File: src/rtl/serial_adder_ctrl.sv
// serial_adder_ctrl: bit-serial adder controller driving one external full-adder cell.
//
// Operands are shifted out LSB first, one bit per clock, into an external full adder.
// The cell's sum bit is shifted back in, and its carry is fed back on the next cycle.
// An operation takes WIDTH RUN cycles followed by one DONE cycle.
//
// Ports:
//   clk, rst_n          rising-edge clock, asynchronous active-low reset
//   start               request, accepted only in IDLE
//   op_a, op_b, cin     operands and initial carry, sampled on the accepting edge
//   fa_a, fa_b, fa_cin  bit-serial drive into the full-adder cell
//   fa_sum, fa_cout     full-adder cell outputs
//   busy                high in RUN and DONE
//   done                one-cycle pulse when the result is valid
//   sum, cout, ovf      registered result, final carry and signed overflow;
//                       held until the next operation completes

module serial_adder_ctrl #(
    parameter int unsigned WIDTH = 8
) (
    input  logic             clk,
    input  logic             rst_n,
    input  logic             start,
    input  logic [WIDTH-1:0] op_a,
    input  logic [WIDTH-1:0] op_b,
    input  logic             cin,
    output logic             fa_a,
    output logic             fa_b,
    output logic             fa_cin,
    input  logic             fa_sum,
    input  logic             fa_cout,
    output logic             busy,
    output logic             done,
    output logic [WIDTH-1:0] sum,
    output logic             cout,
    output logic             ovf
);

    localparam int unsigned CntW = $clog2(WIDTH);
    localparam logic [CntW-1:0] CntLast = CntW'(WIDTH - 1);
    localparam logic [CntW-1:0] CntPen  = CntW'(WIDTH - 2);

    typedef enum logic [1:0] {StIdle, StRun, StDone} state_e;

    state_e            state_q, state_d;
    logic [WIDTH-1:0]  a_q, a_d;
    logic [WIDTH-1:0]  b_q, b_d;
    logic [WIDTH-1:0]  sum_sh_q, sum_sh_d;
    logic              carry_q, carry_d;
    logic [CntW-1:0]   cnt_q, cnt_d;
    logic              cmsb_q, cmsb_d;
    logic [WIDTH-1:0]  sum_q, sum_d;
    logic              cout_q, cout_d;
    logic              ovf_q, ovf_d;

    always_ff @(posedge clk or negedge rst_n) begin
        if (!rst_n) begin
            state_q  <= StIdle;
            a_q      <= '0;
            b_q      <= '0;
            sum_sh_q <= '0;
            carry_q  <= 1'b0;
            cnt_q    <= '0;
            cmsb_q   <= 1'b0;
            sum_q    <= '0;
            cout_q   <= 1'b0;
            ovf_q    <= 1'b0;
        end else begin
            state_q  <= state_d;
            a_q      <= a_d;
            b_q      <= b_d;
            sum_sh_q <= sum_sh_d;
            carry_q  <= carry_d;
            cnt_q    <= cnt_d;
            cmsb_q   <= cmsb_d;
            sum_q    <= sum_d;
            cout_q   <= cout_d;
            ovf_q    <= ovf_d;
        end
    end

    always_comb begin
        state_d  = state_q;
        a_d      = a_q;
        b_d      = b_q;
        sum_sh_d = sum_sh_q;
        carry_d  = carry_q;
        cnt_d    = cnt_q;
        cmsb_d   = cmsb_q;
        sum_d    = sum_q;
        cout_d   = cout_q;
        ovf_d    = ovf_q;
        fa_a     = 1'b0;
        fa_b     = 1'b0;
        fa_cin   = 1'b0;
        busy     = 1'b0;
        done     = 1'b0;

        unique case (state_q)
            StIdle: begin
                if (start) begin
                    a_d      = op_a;
                    b_d      = op_b;
                    carry_d  = cin;
                    cnt_d    = '0;
                    sum_sh_d = '0;
                    state_d  = StRun;
                end
            end
            StRun: begin
                busy     = 1'b1;
                fa_a     = a_q[0];
                fa_b     = b_q[0];
                fa_cin   = carry_q;
                sum_sh_d = {fa_sum, sum_sh_q[WIDTH-1:1]};
                carry_d  = fa_cout;
                a_d      = a_q >> 1;
                b_d      = b_q >> 1;
                cnt_d    = cnt_q + CntW'(1);
                // Carry out of bit WIDTH-2 is the carry into the sign bit.
                if (cnt_q == CntPen) begin
                    cmsb_d = fa_cout;
                end
                if (cnt_q == CntLast) begin
                    sum_d   = {fa_sum, sum_sh_q[WIDTH-1:1]};
                    cout_d  = fa_cout;
                    ovf_d   = fa_cout ^ cmsb_q;
                    state_d = StDone;
                end
            end
            StDone: begin
                busy    = 1'b1;
                done    = 1'b1;
                state_d = StIdle;
            end
            default: state_d = StIdle;
        endcase
    end

    assign sum  = sum_q;
    assign cout = cout_q;
    assign ovf  = ovf_q;

endmodule

File: config.mk
export PLATFORM = sky130hd
export DESIGN_NAME = serial_adder_ctrl
export DESIGN_NICKNAME = d
export VERILOG_FILES = /design/src/rtl/serial_adder_ctrl.sv
export SDC_FILE = /design/constraint.sdc
export NUM_CORES = 1
export LEC_CHECK = 0
export ABC_AREA = 0
export CAP_MARGIN = 20
export CORE_MARGIN = 5
export CORE_UTILIZATION = 34
export DETAILED_ROUTE_END_ITERATION = 6
export DONT_BUFFER_PORTS = 1
export PLACE_DENSITY = 0.6
export SYNTH_ARGS = -nofsm -noshare
export SYNTH_HDL_FRONTEND = slang
export SYNTH_SLANG_ARGS = --single-unit
File: constraint.sdc
create_clock -name clk -period 1.95 [get_ports clk]
set_clock_uncertainty 0.1 [all_clocks]
set_input_delay 0.0975 -clock clk [delete_from_list [all_inputs] [get_ports clk]]
set_output_delay 0.0975 -clock clk [all_outputs]
set_load 0.02 [all_outputs]
==> results of run 1 <==
==> kinds of logic after synthesis <==
family / synth area share
buf+inv: 0.0619
mux: 0.0638
flops: 0.521
compound gates: 0.186
simple gates: 0.123
xor+xnor: 0.00456
fa+ha+maj: 0.0391
==> registers in the layout, summed over array words and instances (netlist names) <==
name and count:
b_q 8, sum 8, cnt_q 3, cout 1
cmsb_q 1, state_q 2, sum_sh_q 7, carry_q 1
ovf 1, a_q 8
==> report_power, final <==
group	switching (mW)	total [mW]	leakage [nW]	internal, mW
Sequential	0.312	1.48	0.492	1.17
Clock	0.301	0.687	0.0583	0.385
Combinational	0.797	1.43	0.457	0.630
==> worst max-delay path, stage by stage (launching register included) <==
cell and delay, ns:
dfrtp_1 0.40, inv_1 0.09, ha_1 0.31, nor2b_1 0.17
buf_4 0.24, nor2_4 0.10, a22o_1 0.25
==> cells in the final DEF, fill, tap and decap left out, types with 8 or more instances in the layout <==
cell type,n
a22o_1,8
buf_4,10
dfrtp_1,40
dlygate4sd3_1,16
mux2_1,10
nand2_1,8
nor2_1,10
nor3_1,10
o21ai_1,8
o22ai_1,9
==> final cells by class <==
cell class,count,share of cell area
Inverter,7,0.0115
Sequential cell,40,0.437
Tap cell,72,0.0393
Clock buffer,5,0.0301
Multi-Input combinational cell,111,0.350
Clock inverter,3,0.0208
Timing Repair Buffer,27,0.111
==> how the worst max path moves through the flow <==
stage	from	endpoint	slack, ns
after CTS	state_q[0]	sum_sh_q[4]	0.20
after detailed placement	state_q[0]	sum_sh_q[4]	0.20
final	state_q[0]	sum_sh_q[5]	0.19
after global placement	state_q[0]	a_q[1]	0.26
after global routing	state_q[0]	sum_sh_q[4]	0.11
after floorplan	cnt_q[0]	cout	0.35
==> per-layer routing <==
| metal | vias to the layer above | GRT usage | part of all wire |
|---|---|---|---|
| met5 | - | 0 | 0 |
| met4 | 0 | 0.0518 | 0.017 |
| met3 | 6 | 0.0456 | 0.074 |
| met2 | 28 | 0.182 | 0.46 |
| met1 | 672 | 0.163 | 0.45 |
| li1 | 666 | - | - |
==> timing repair <==
item | in CTS | in global routing
hold endpoints to repair | 58 | 0
hold buffers | 17 | 0
setup endpoints to repair | 0 | 0
==> run summary, run 1 <==
outcome = completed
Die Y = 85.2 um
Core Rows = 27
max-slew violations = 0
Critical Path Source Type = register
Via density = 5.18
Crit Path Max Fanout = 16
I/O pin cnt = 37
total leakage power = 1.01 nW
final setup TNS = 0 ns
ys async rst share = 1.00
total gr overflow = 0
area delta synth->final = 19.2%
Most used DFF post-synth = dfrtp_1
Final Non-Filler Cells = 265
Root Driver = clkbuf_8
wire length per cell = 15.7 um
hold depth = 2
Clock Tree Buf Depth = 2
Post-Place Cell Area = 1990 um^2
worst setup path class = register to register
Post-synth EDFFs = 0
pin count of the biggest net entering global routing = 41
Crit. End Element = register
reg2reg path depth = 6
Hold Crit Class = input port to register
Max Cap Viol = 0
vias in the first global route = 1441
Detail Placement HPWL = 2870 um
Final Cycle Share = 0.904
Seq cells post-synth = 40
yosys synthesis warning count = 0
Critical Path RT = 2.03 ns
Hold EP = a_q[1]
final core occ = 0.416
Synth area leaders = dfrtp_1 52%, mux2_1 5.9%, ha_1 3.9%
Clock Latency Late Sink = 0.29 ns
initial core utilization = 0.349
CTS H-tree depth = 2
Placer Congestion = 0.746
# fillers = 535
post-route minimum period = 1.76 ns
Post-Syn Nets = 200
Synth Instances = 172
Vias = 1372
die width = 85.2 um
CTS tree = done
R2R Path End = sum_sh_q[5]
Worst R2R Start = state_q[0]
port bufs = 0
Slew headroom = 0.772
Reg2Reg Setup Slack = 0.19 ns
Pwr Density = 1570 nW/um^2
layout cells sized above 1 = 0.145
maximum clock rate = 0.567 GHz
RSZ-0062 raised after global routing = no
multi-input logic area = 801 um^2
Iter 0 DRT Violations = 90
Post-Syn Area = 1920 um^2
# DRC = 0
first-pass GRT wire length = 7160 um
core footprint = 5510 um^2
post-cts sizing count = 0
fin worst setup slack = 0.187 ns
post-CTS setup buffer count = 0
cell accounting for the most synthesized area = dfrtp_1
Post-Route WL = 4160 um
syn_area_per_cell = 11.2 um^2
Synth top cells by count = 40 x dfrtp_1, 10 x mux2_1, 10 x nor2_1, 10 x nor3_1, 9 x o22ai_1
Final setup viols = 0
VDD IR max = 0.000454 V
Post-Place Setup Slack = 0.199 ns
most common cell in the netlist = dfrtp_1
CP arrival = 1.84 ns
hold_sp = op_a[1]
hold_ws = 0.00588 ns
DR pass1 iterations = 4
Antenna Diode Count = 0
Yosys cell types = 33
gr usage total = 0.124
Post-DRT Antenna Nets = 0
initial antenna violation count = 0
design area = 2290 um^2
clock buffer count from CTS = 5
Hold Vio Cnt, Final = 0
power consumption = 3.59 mW
area share of the largest cell type after synthesis = 0.521
Worst Tran Pin Value = 0.342 ns
Total Die Area = 7250 um^2
Seq/Total Area, Yosys = 0.521
clk sinks = 40
CTS clk-pin slew, worst paths = 0.08 ns
Placed Cells = 240
Register Area = 1000 um^2
nets = 220
Power figures use the tool's default switching activity.
==> inputs of run 2 (changes only) <==
==> constraint.sdc (replaced) <==
create_clock -name clk -period 1.95 [get_ports clk]
set_clock_uncertainty 0.1 [all_clocks]
set_input_delay 0.0975 -clock clk [delete_from_list [all_inputs] [get_ports clk]]
set_output_delay 0.0975 -clock clk [all_outputs]
set_load 0.05 [all_outputs]
==> run 2 against run 1 <==
Compared with the run above: clock power about the same; highest routed layer unchanged; final cell count increased by 1.1%; critical path type is now register to output pin; first-iteration DRC count increased by 26%; wire length decreased by 0.70%; count of clock-buffer cells in the layout unchanged; final area increased by 1.6%; non-clock buffer count increased by 3; register-to-register slack about the same; via count increased by 0.29%; largest cell class unchanged; sequential share of layout area decreased by 0.70 points.
==> run summary, run 2 (synthesis results as in run 1) <==
outcome = completed (unchanged)
most frequent cells in the layout = 40 x dfrtp_1, 16 x dlygate4sd3_1, 12 x buf_4 (was 40 x dfrtp_1, 16 x dlygate4sd3_1)
Slew headroom = 0.638 (was 0.772)
CTS clk-pin slew, worst paths = 0.08 ns (about the same)
Clk pwr share = 0.176 (was 0.191)
Crit Path Max Fanout = 11 (was 16)
Final Cycle Share = 0.904 (about the same)
vias in the first global route = 1367 (was 1441)
Post-Route WL = 4130 um (was 4160 um)
Clock Latency Late Sink = 0.29 ns (about the same)
Int Power = 2.24 mW (was 2.18 mW)
Reg2Reg Setup Slack = 0.19 ns (about the same)
DR pass1 iterations = 4 (unchanged)
final core occ = 0.423 (was 0.416)
Net Sw Power = 1.65 mW (was 1.41 mW)
CTS tree = done (unchanged)
Vias = 1376 (was 1372)
final setup TNS = 0 ns (unchanged)
design area = 2330 um^2 (was 2290 um^2)
maximum clock rate = 0.567 GHz (about the same)
CP arrival = 1.56 ns (was 1.84 ns)
Post-DRT Antenna Nets = 0 (unchanged)
fin worst setup slack = 0.188 ns (was 0.187 ns)
Critical Path Source Type = register (unchanged)
clk sinks = 40 (unchanged)
die width = 85.2 um (unchanged)
Hold EP = a_q[1] (unchanged)
hold depth = 2 (unchanged)
commonest non-fill, non-tap cell in the layout = dfrtp_1 (unchanged)
Max Cap Viol = 0 (unchanged)
Root Driver = clkbuf_8 (unchanged)
VDD IR max = 0.000491 V (was 0.000454 V)
# DRC = 0 (unchanged)
Die Y = 85.2 um (unchanged)
Post-Place Setup Slack = 0.207 ns (was 0.199 ns)
Hold Crit Class = input port to register (unchanged)
gr usage total = 0.119 (was 0.124)
sequential share of power = 0.414 (was 0.412)
Detail Placement HPWL = 2850 um (was 2870 um)
Final setup viols = 0 (unchanged)
Iter 0 DRT Violations = 113 (was 90)
hold_sp = op_a[1] (unchanged)
nets = 223 (was 220)
max-slew violations = 0 (unchanged)
CTS H-tree depth = 2 (unchanged)
Hold Vio Cnt, Final = 0 (unchanged)
Total Die Area = 7250 um^2 (unchanged)
Via density = 5.13 (was 5.18)
area delta synth->final = 21.2% (was 19.2%)
initial core utilization = 0.349 (unchanged)
Critical path origin = state_q[1] (was state_q[0])
Antenna Diode Count = 0 (unchanged)
RSZ-0062 raised after global routing = no (unchanged)
Worst Tran Pin Value = 0.544 ns (was 0.342 ns)
Pwr Density = 1670 nW/um^2 (was 1570 nW/um^2)
Placer Congestion = 0.785 (was 0.746)
Post-Place Cell Area = 2030 um^2 (was 1990 um^2)
Critical Path RT = 1.75 ns (was 2.03 ns)
core footprint = 5510 um^2 (unchanged)
layout cells sized above 1 = 0.163 (was 0.145)
combinational power share = 0.410 (was 0.397)
reg2reg path depth = 5 (was 6)
wire length per cell = 15.4 um (was 15.7 um)
I/O pin cnt = 37 (unchanged)
total gr overflow = 0 (unchanged)
port bufs = 0 (unchanged)
R2R Path End = a_q[1] (was sum_sh_q[5])
Core Rows = 27 (unchanged)
clock buffer count from CTS = 5 (unchanged)
Crit. End Element = output pin (was register)
total leakage power = 1.03 nW (was 1.01 nW)
post-route minimum period = 1.76 ns (about the same)
Sw Share = 0.425 (was 0.393)
post-CTS setup buffer count = 0 (unchanged)
Worst R2R Start = state_q[0] (unchanged)
Clock Tree Buf Depth = 2 (unchanged)
first-pass GRT wire length = 6870 um (was 7160 um)
worst setup path class = register to output pin (was register to register)
pin count of the biggest net entering global routing = 41 (unchanged)
initial antenna violation count = 0 (unchanged)
-- run 2: how the worst max path moves through the flow --
stage | end | slack, ns | depth (start not counted)
after detailed placement | a_q[2] | 0.21 | 6
after CTS | fa_b | 0.10 | 5
final | fa_b | 0.19 | 5
after floorplan | fa_a | 0.30 | 5
after global routing | sum_sh_q[1] | 0.05 | 6
after global placement | a_q[4] | 0.25 | 6
-- run 2: timing repair --
item                       in CTS  in global routing
hold buffers                   17                  0
setup endpoints to repair       0                  2
hold endpoints to repair       58                  0
resized for setup               0                  1
-- run 2: layer usage --
layer / vias to the layer above / track usage / wire length, um
met5: - / 0 / 0
met4: 0 / 0.0518 / 78
met3: 6 / 0.0447 / 296
met2: 32 / 0.172 / 1900
met1: 666 / 0.159 / 1850
li1: 672 / - / -
-- run 2: layout make-up --
| cell class | instances | area, um^2 |
|---|---|---|
| multi-input combinational | 111 | 803 |
| clock inverter | 3 | 47.5 |
| inverter | 7 | 26.3 |
| sequential | 40 | 1000 |
| clock buffer | 5 | 68.8 |
| timing repair buffer | 30 | 290 |
| tap | 72 | 90.1 |
| fill | 524 | 3180 |
-- run 2: metrics by stage --
step                total power [mW]  cells  hold slack (ns)
finish                          3.89    268           0.0106
global placement                3.15    243           -0.297
floorplan                       2.82    172           -0.298
CTS                             3.92    268          0.00437
detailed placement              3.17    243           -0.297
global route                    4.17    268          0.00751
-- run 2: power groups by stage --
| stage | clock network (mW) | logic [mW] | registers, mW |
|---|---|---|---|
| after global placement | 0 | 1.53 | 1.62 |
| after global routing | 0.747 | 1.77 | 1.65 |
| after CTS | 0.707 | 1.60 | 1.61 |
| after floorplan | 0 | 1.26 | 1.56 |
| final | 0.685 | 1.59 | 1.61 |
| after detailed placement | 0 | 1.55 | 1.63 |
-- run 2: critical path, stage by stage (launching register included) --
cell and delay, ns:
dfrtp_1 0.40, inv_1 0.09, ha_2 0.26, buf_4 0.20
and2_1 0.14, buf_4 0.19
